--- config.mk ---
export PLATFORM = sky130hd
export DESIGN_NAME = pet_needs_engine
export DESIGN_NICKNAME = d
export VERILOG_FILES = /design/src/rtl/pet_pkg.sv /design/src/rtl/pet_tick_gen.sv /design/src/rtl/pet_needs_engine.sv
export SDC_FILE = /design/constraint.sdc
export NUM_CORES = 1
export LEC_CHECK = 0
export ABC_AREA = 1
export BUFFER_PORTS_ARGS = -buffer_cell sky130_fd_sc_hd__buf_2
export CELL_PAD_IN_SITES_DETAIL_PLACEMENT = 2
export CELL_PAD_IN_SITES_GLOBAL_PLACEMENT = 2
export CORE_ASPECT_RATIO = 2
export CORE_UTILIZATION = 34
export DETAILED_ROUTE_END_ITERATION = 6
export PLACE_DENSITY = 0.89
export SLEW_MARGIN = 20
export SYNTH_ARGS = -nofsm -noshare
export SYNTH_HDL_FRONTEND = slang
export SYNTH_SLANG_ARGS = --single-unit
--- constraint.sdc ---
create_clock -name clk -period 4.3 [get_ports clk]
set_input_delay 0.86 -clock clk [delete_from_list [all_inputs] [get_ports clk]]
set_output_delay 0.86 -clock clk [all_outputs]
set_load 0.1 [all_outputs]
--- src/rtl/pet_pkg.sv ---
// Shared constants, action codes, refill FSM state type and need arithmetic
// helpers for the pet needs engine.
package pet_pkg;

   localparam logic [6:0] NEED_MAX = 7'd100;

   localparam int TICK_DIV_DEF    = 5000000;
   localparam int REFILL_HOLD_DEF = 50000000;
   localparam int REFILL_STEP_DEF = 30;
   localparam int LIFE_PLUS_DEF   = 70;
   localparam int LIFE_MINUS_DEF  = 30;
   localparam int DISEASE_TH_DEF  = 20;

   typedef enum logic [1:0] {
      ACT_PLAY  = 2'd0,
      ACT_EAT   = 2'd1,
      ACT_SLEEP = 2'd2,
      ACT_HEAL  = 2'd3
   } act_sel_t;

   typedef enum logic {
      IDLE = 1'b0,
      HOLD = 1'b1
   } refill_state_t;

   function automatic logic [6:0] need_dec(input logic [6:0] v);
      return (v == 7'd0) ? 7'd0 : v - 7'd1;
   endfunction

   // Sum is formed in 8 bits so values up to 255 clamp correctly to NEED_MAX.
   function automatic logic [6:0] need_add(input logic [6:0] v, input logic [7:0] step);
      logic [7:0] sum;
      sum = {1'b0, v} + step;
      return (sum > {1'b0, NEED_MAX}) ? NEED_MAX : sum[6:0];
   endfunction

   function automatic logic [1:0] count3(input logic a, input logic b, input logic c);
      return {1'b0, a} + {1'b0, b} + {1'b0, c};
   endfunction

endpackage

--- src/rtl/pet_tick_gen.sv ---
// Free-running prescaler: counts 0..DIV-1 and flags the wrap cycle as tick.
module pet_tick_gen #(
   parameter int DIV = 5000000
) (
   input  logic clk,
   input  logic rst_n,
   input  logic clr,
   output logic tick
);

   localparam int            W    = (DIV > 1) ? $clog2(DIV) : 1;
   localparam logic [W-1:0]  LAST = W'(DIV - 1);

   logic [W-1:0] cnt;

   // NOTE: sequential state uses non-blocking assignments so every flop samples pre-edge values.
   always_ff @(posedge clk) begin
      if (!rst_n || clr) begin
         cnt <= '0;
      end else if (cnt == LAST) begin
         cnt <= '0;
      end else begin
         cnt <= cnt + W'(1);
      end
   end

   assign tick = (cnt == LAST);

endmodule

--- src/rtl/pet_needs_engine.sv ---
// Virtual pet needs: periodic decay, life balance and a hold-to-refill FSM.
// Optional build macro PET_NEEDS_HEAL_GATE_EN restricts heal to a diseased pet.
module pet_needs_engine
   import pet_pkg::*;
#(
   parameter int TICK_DIV    = TICK_DIV_DEF,
   parameter int REFILL_HOLD = REFILL_HOLD_DEF,
   parameter int REFILL_STEP = REFILL_STEP_DEF,
   parameter int LIFE_PLUS   = LIFE_PLUS_DEF,
   parameter int LIFE_MINUS  = LIFE_MINUS_DEF,
   parameter int DISEASE_TH  = DISEASE_TH_DEF
) (
   input  logic       clk,
   input  logic       rst_n,
   input  logic       run,
   input  logic [1:0] act_sel,
   input  logic       act_hold,
   input  logic       restore,
   output logic [6:0] food,
   output logic [6:0] fun,
   output logic [6:0] rest,
   output logic [6:0] life,
   output logic       disease,
   output logic       death,
   output logic       act_busy,
   output logic       step_done
);

   localparam int            HW        = (REFILL_HOLD > 1) ? $clog2(REFILL_HOLD) : 1;
   localparam logic [HW-1:0] HOLD_LAST = HW'(REFILL_HOLD - 1);
   localparam logic [7:0]    STEP8     = 8'(REFILL_STEP);
   localparam logic [6:0]    PLUS_TH   = 7'(LIFE_PLUS);
   localparam logic [6:0]    MINUS_TH  = 7'(LIFE_MINUS);
   localparam logic [6:0]    DIS_TH    = 7'(DISEASE_TH);

   logic          tick;
   refill_state_t state;
   logic [HW-1:0] hold_cnt;
   logic [1:0]    sel_q;
   logic          heal_ok;
   logic          hold_ok;
   logic          step_now;
   logic          decay;
   logic [1:0]    n_up;
   logic [1:0]    n_dn;
   logic signed [8:0] life_sum;
   logic [6:0]    food_nx, fun_nx, rest_nx, life_nx;

   pet_tick_gen #(.DIV(TICK_DIV)) u_tick_gen (
      .clk   (clk),
      .rst_n (rst_n),
      .clr   (restore),
      .tick  (tick)
   );

`ifdef PET_NEEDS_HEAL_GATE_EN
   assign heal_ok = (act_sel != ACT_HEAL) || disease;
`else
   assign heal_ok = 1'b1;
`endif

   assign hold_ok  = act_hold && run && !death && heal_ok;
   assign step_now = (state == HOLD) && hold_ok && (act_sel == sel_q) && (hold_cnt == HOLD_LAST);
   assign decay    = tick && run && !death;
   assign act_busy = (state == HOLD);

   // Life balance always looks at the needs as they were before this edge.
   assign n_up     = count3(food >= PLUS_TH,  fun >= PLUS_TH,  rest >= PLUS_TH);
   assign n_dn     = count3(food <= MINUS_TH, fun <= MINUS_TH, rest <= MINUS_TH);
   assign life_sum = $signed({2'b00, life}) + $signed({7'b0, n_up}) - $signed({7'b0, n_dn});

   // NOTE: every always_comb output is given a default first so no latch is inferred.
   always_comb begin
      food_nx = food;
      fun_nx  = fun;
      rest_nx = rest;
      life_nx = life;
      if (decay) begin
         food_nx = need_dec(food);
         fun_nx  = need_dec(fun);
         rest_nx = need_dec(rest);
         if (life_sum[8])
            life_nx = 7'd0;
         else if (life_sum > $signed({2'b00, NEED_MAX}))
            life_nx = NEED_MAX;
         else
            life_nx = life_sum[6:0];
      end
      // A refill overrides the decrement of the need it targets.
      if (step_now) begin
         case (act_sel)
            ACT_PLAY:  fun_nx  = need_add(fun,  STEP8);
            ACT_EAT:   food_nx = need_add(food, STEP8);
            ACT_SLEEP: rest_nx = need_add(rest, STEP8);
            default: begin
               food_nx = NEED_MAX;
               fun_nx  = NEED_MAX;
               rest_nx = NEED_MAX;
            end
         endcase
      end
   end

   always_ff @(posedge clk) begin
      if (!rst_n || restore) begin
         food      <= NEED_MAX;
         fun       <= NEED_MAX;
         rest      <= NEED_MAX;
         life      <= NEED_MAX;
         disease   <= 1'b0;
         death     <= 1'b0;
         step_done <= 1'b0;
         state     <= IDLE;
         hold_cnt  <= '0;
         sel_q     <= 2'd0;
      end else begin
         food      <= food_nx;
         fun       <= fun_nx;
         rest      <= rest_nx;
         life      <= life_nx;
         disease   <= (life <= DIS_TH);
         death     <= death || (life == 7'd0);
         step_done <= 1'b0;
         case (state)
            IDLE: begin
               if (hold_ok) begin
                  state    <= HOLD;
                  hold_cnt <= '0;
                  sel_q    <= act_sel;
               end
            end
            HOLD: begin
               if (!hold_ok) begin
                  state    <= IDLE;
                  hold_cnt <= '0;
               end else if (act_sel != sel_q) begin
                  sel_q    <= act_sel;
                  hold_cnt <= '0;
               end else if (hold_cnt == HOLD_LAST) begin
                  hold_cnt  <= '0;
                  step_done <= 1'b1;
               end else begin
                  hold_cnt <= hold_cnt + HW'(1);
               end
            end
            default: begin
               state    <= IDLE;
               hold_cnt <= '0;
            end
         endcase
      end
   end

endmodule

* Yosys cells after proc, flatten, opt, wreduce, memory -nomap -nowiden
Cells that the tools add are included.
** Word-level totals
- Bits in registers :: 83
- Latch bits :: 0
- Bits in writable memories :: 0
- Bits in read-only memories :: 0
- Logic and storage cells :: 97
- Memories kept :: 0
** Cells by class
- Add/subtract/negate cells :: 14
- $mul :: 0
- Divide/modulo/power cells :: 0
- Order comparisons :: 11
- Equality and inequality tests :: 9
- Shift operators :: 0
- Multiplexer cells :: 28
- Bitwise operators :: 2
- Reductions and logical operators :: 22
** Operator list (number)
- 26-bit two-way mux :: 4
- 7-bit two-way mux :: 14
- 26-bit case mux with 2 select lines :: 1
- 7-bit case mux with 2 select lines :: 3
- 7-bit by 5-bit <= comparator with 1-bit output (second input constant) :: 4
- 7-bit logical NOT :: 4
- 26-bit by 1-bit adder with 26-bit output (second input constant) :: 1
- 26-bit == test (second input constant) :: 1
- 7-bit by 5-bit adder with 8-bit output (second input constant) :: 3
- 8-bit by 7-bit greater-than comparator with 1-bit output (second input constant) :: 3
- 23-bit by 1-bit adder with 23-bit output (second input constant) :: 1
- 23-bit == test (second input constant) :: 1
- 7-bit >= comparator (second input constant) :: 3
- 7-bit by 1-bit subtractor with 7-bit output (second input constant) :: 3
- 9-bit by 8-bit greater-than comparator with 1-bit output (second input constant) :: 1
- 8-bit by 2-bit subtractor with 9-bit output :: 1
- 7-bit by 2-bit adder with 8-bit output :: 1
- 2-bit OR reduction :: 4
- 1-bit logical AND :: 7
- 2-bit two-way mux :: 3
- 1-bit by 1-bit adder with 2-bit output :: 2
- 2-bit by 1-bit adder with 2-bit output :: 2
- 2-bit by 1-bit inequality test with 1-bit output (second input constant) :: 2
- 2-bit case mux with 2 select lines :: 1
- other kinds (12) :: 16

* Logic depth before layout (Yosys ltp)
- Depth after elaboration :: 8
- Mapped depth :: 20
- Gate-level depth less buffers :: 20

* Cells and area by module
Synthesis repeated with hierarchy kept, for this count alone.
** Unflattened totals
- Cell total of the unflattened synthesis :: 980
- Area total of the unflattened synthesis :: 6078.3 um^2
** Modules (own cells, without submodules)
- pet_needs_engine :: times used 1, cells an instance 777, area an instance 4773.3 um^2, sequential area each 1201.2 um^2
- pet_tick_gen :: times used 1, cells an instance 203, area an instance 1305.0 um^2, sequential area each 460.4 um^2

* Worst setup path after synthesis
OpenSTA, ideal clock, no wires.
- Kind :: flip-flop to flip-flop
- Start :: register food[0]
- End :: register life[2]
- Setup time :: 0.122 ns
- Data arrival time :: 4.384 ns
- Slack :: -0.206 ns
- Cell stages (with the launch flop) :: 20
- Path buffers :: 0
- Cells stage by stage :: dfxtp_1 -> inv_1 -> nor4_1 -> nor3_1 -> ha_1 -> fa_1 -> inv_1 -> fa_1 -> ha_1 -> fa_1 -> nand3_1 -> nand2_1 -> nand2_1 -> nand2_1 -> nand2_1 -> nand2_1 -> nand3_1 -> nand2_1 -> nor2_1 -> o21ai_1
** On the way
- Cells in the longest elaborated chain, start to end :: 8
- Elaborated cells on any way between the ends :: 11
- Classes of those cells :: 6 x add/sub; 3 x order compare; 2 x mux
** Ends and longest elaborated chain
- from (decl) :: line pet_needs_engine.sv:19 : output logic [6:0] food,
- from (signal assigned) :: line pet_needs_engine.sv:117 : food <= food_nx;
- 7-bit >= comparator :: line pet_needs_engine.sv:68 : assign n_up = count3(food >= PLUS_TH, fun >= PLUS_TH, rest >= PLUS_TH);
- 1-bit by 1-bit adder with 2-bit output :: line pet_pkg.sv:38 : return {1'b0, a} + {1'b0, b} + {1'b0, c};
- 2-bit by 1-bit adder with 2-bit output :: line pet_pkg.sv:38
- 7-bit by 2-bit adder with 8-bit output :: line pet_needs_engine.sv:70 : assign life_sum = $signed({2'b00, life}) + $signed({7'b0, n_up}) - $signed({7'b0, n_dn});
- 8-bit by 2-bit subtractor with 9-bit output * :: line pet_needs_engine.sv:70
- 9-bit by 8-bit greater-than comparator with 1-bit output :: line pet_needs_engine.sv:84 : else if (life_sum > $signed({2'b00, NEED_MAX}))
- 7-bit two-way mux :: line pet_needs_engine.sv:84
- 7-bit two-way mux * :: line pet_needs_engine.sv:82 : if (life_sum[8])
- to (signal assigned) :: line pet_needs_engine.sv:120 : life <= life_nx;
- to (decl) :: line pet_needs_engine.sv:22 : output logic [6:0] life,
Every way passes the cells marked *; elsewhere a longest branch is shown, timed or not.
A chain may end at the register's enable or synchronous reset.

* Worst setup path after layout
- Start :: register food[2]
- End :: register life[0]
The elaborated chain is that of the path after synthesis.

==> flow_summary.toml <==
[synth]
yosysMostFrequentCell = "nand2_1"
yosysWarnings = 0
netlist_instances = 977
ys_ff_latch = 83
synth.top_cell.area_share = 0.261
synth_commonest_cells = "243 x nand2_1, 123 x inv_1, 91 x nor2_1"
synth_area_leader_cell = "dfxtp_1"
synth_ff_type = "dfxtp_1"
synth_nets = 1026
syn_avg_cell_area_um2 = 6.51
synthesis.area_um2 = 6360
synthDistinctLibCells = 51
synth_edf_count = 0
ys_top_cells_by_area = "dfxtp_1 26%, nand2_1 14%, ha_1 7.5%"
ys_seq_area_frac = 0.261
ys_async_sr_fraction = 0

[cts]
clock_latency_ns = 0.37
clock_sinks = 83
cts_hold_buf = 0
cts_buffer_depth = 2
clockRootBuffer = "clkbuf_16"
clk_pin_slew_ns = 0.07
cts_made_buffers = 9
cts.htree.levels = 3
cts_tree = "done"

[placement]
io_buffer_count = 38
hpwl_um = 20600
finalWeightedCongestion = 0.948
dp_cells = 1224

[sta]
hold_viol_final = 0
min_period_ns = 4.17
finalSetupViolations = 0
fin_crit_sh = 0.971
max_slew_margin = 0.392
final_max_slew_viol_count = 0
clock_skew_ns = 0.0136
tightest_slew_ns = 0.910
fin_setup_tns_ns = 0
fmax_mhz = 240

[critical_path]
criticalPathCategory = "flip-flop to flip-flop"
r2r_cells = 17
timing.rr.start = "food[2]"
crit_start = "food[2]"
crit_chain = "ha_2 > inv_1 > nor4_4 > nor3_2 > buf_4 > ha_1 > fa_1 > inv_1 > fa_1 > ha_2 > fa_2 > nand3_2 > nand2_1 > a21oi_1 > nor2_2 > nand4_1 > a21oi_1"
cp_num_cells = 17
required_ns = 4.54
endpoint_kind = "flip-flop"
slowest_delay_ns = 0.52
cpMaxStageDelayCell = "fa_1"
cpLargestDelayFamily = "adder cells"
cp_num_buf_inv = 3
arrival_ns = 4.41
crit_fanout = 4
cp-start-kind = "flip-flop"

[power_and_ir_drop]
ir_drop_mv = 0.194
p_per_area_nw_per_um2 = 236
finalPower_mw = 1.71
leakagePower_nw = 3.08

[floorplan]
fp.dieArea_um2 = 19300
start_util = 0.348
die_h_um = 195
rows = 70
pin_count = 39
core_um2 = 18300
die-width_um = 98.7

[grt]
antenna_found_initial = 0
grtUsageTotal = 0.280
grt_pass1_wl_um = 41400
grt_pass1_vias = 8069
overflow = 0
grt_max_degree = 25

[final_layout]
antenna_cells = 0
fin_cells = 1242
multi_input_comb_area_um2 = 4170
nets = 1070
seqCellArea_um2 = 1670
drive_above_1_share = 0.165
syn2layout_area_growth_pct = 13.4
fillCellCount = 2247

[run_status]
status = "complete, no violations"

[detailed_routing]
firstDrtPassIters = 4
wl_per_cell_um = 21.0
routed_wl_um = 26100
vias = 6905
ant_nets = 0
drcViolationCount = 0
drtIter0Drc = 130
routed_via_density = 5.56

[hold_path]
hp-start = "u_tick_gen.cnt[0]"
hold_depth = 1
hold_path.class = "flip-flop to flip-flop"

[run]
drv_cap = 0
worst paths after layout:
path | endpoint | slack (ns)
worst min register to register | u_tick_gen.cnt[0] | 0.48
worst min-delay path | u_tick_gen.cnt[0] | 0.48
worst max register to register | life[0] | 0.13
worst max-delay path | life[0] | 0.13
power breakdown:
| group | total [mW] | switching, mW | internal [mW] |
|---|---|---|---|
| clock network | 0.869 | 0.361 | 0.508 |
| logic | 0.0647 | 0.0511 | 0.0136 |
| registers | 0.771 | 0.00150 | 0.769 |
| total | 1.71 | 0.414 | 1.29 |
sequential cells by signal, summed over array words and instances, names as in the netlist, 2 cells and up:
name and cells:
hold_cnt 26, life 7, food 7, rest 7, sel_q 2, fun 7, u_tick_gen.cnt 23
routing by layer:
metal | GRT usage | part of all wire
met5 | 0 | 0
met4 | 0.233 | 0.081
met3 | 0.0501 | 0.028
met1 | 0.217 | 0.31
met2 | 0.574 | 0.58
layout make-up:
cell class	instances	area share
multi-input combinational	743	0.578
sequential	83	0.232
inverter	134	0.0703
timing repair buffer	50	0.0389
tap	216	0.0375
clock buffer	11	0.0323
clock inverter	5	0.0108
what timing repair did:
| action | in CTS | in global routing |
|---|---|---|
| pin swaps | 0 | 8 |
| setup endpoints to repair | 7 | 7 |
| gates resized for setup | 4 | 15 |
| setup buffers | 0 | 2 |
worst reg2reg max path, delay by kind of cell (launching register included):
family / cells / cell delay, ns
buffers and inverters: 3 / 0.31
and+or+nand+nor: 6 / 0.84
AOI/OAI and AO/OA: 2 / 0.46
adders and majority gates: 6 / 2.07
DFF: 1 / 0.36
cells by family after synthesis:
| family | after synthesis | share of synthesized area |
|---|---|---|
| AND/OR/NAND/NOR | 542 | 0.412 |
| buffers and inverters | 151 | 0.0942 |
| flip-flops | 83 | 0.261 |
| AO/OA/AOI/OAI | 138 | 0.116 |
| adder cells (fa/ha/maj) | 42 | 0.0873 |
| XOR/XNOR | 21 | 0.0289 |
metrics by stage:
| stage | cell area (um2) | utilization | worst slack (ns) | hold slack, ns |
|---|---|---|---|---|
| 5_1_grt | 7210 | 0.394 | -0.0507 | 0.513 |
| 2_1_floorplan | 6370 | - | 0.0201 | 0.429 |
| 4_1_cts | 7140 | 0.390 | 0.0160 | 0.495 |
| 6_report | 7210 | 0.394 | 0.126 | 0.483 |
| 3_5_place_dp | 6810 | 0.372 | -0.0689 | 0.479 |
| 3_3_place_gp | 6810 | 0.372 | 0.135 | 0.439 |
cells in the final DEF (no fill, tap or decap), drive strengths merged, types with 23 or more instances in the layout:
cell type and instances:
nor3 23, o21ai 41, ha 38, nand4 29, a21oi 81, inv 130, nand2 263, nor2 120
buf 50, nand3 88, dfxtp 83
No activity file was read; power rests on OpenSTA's default activity.
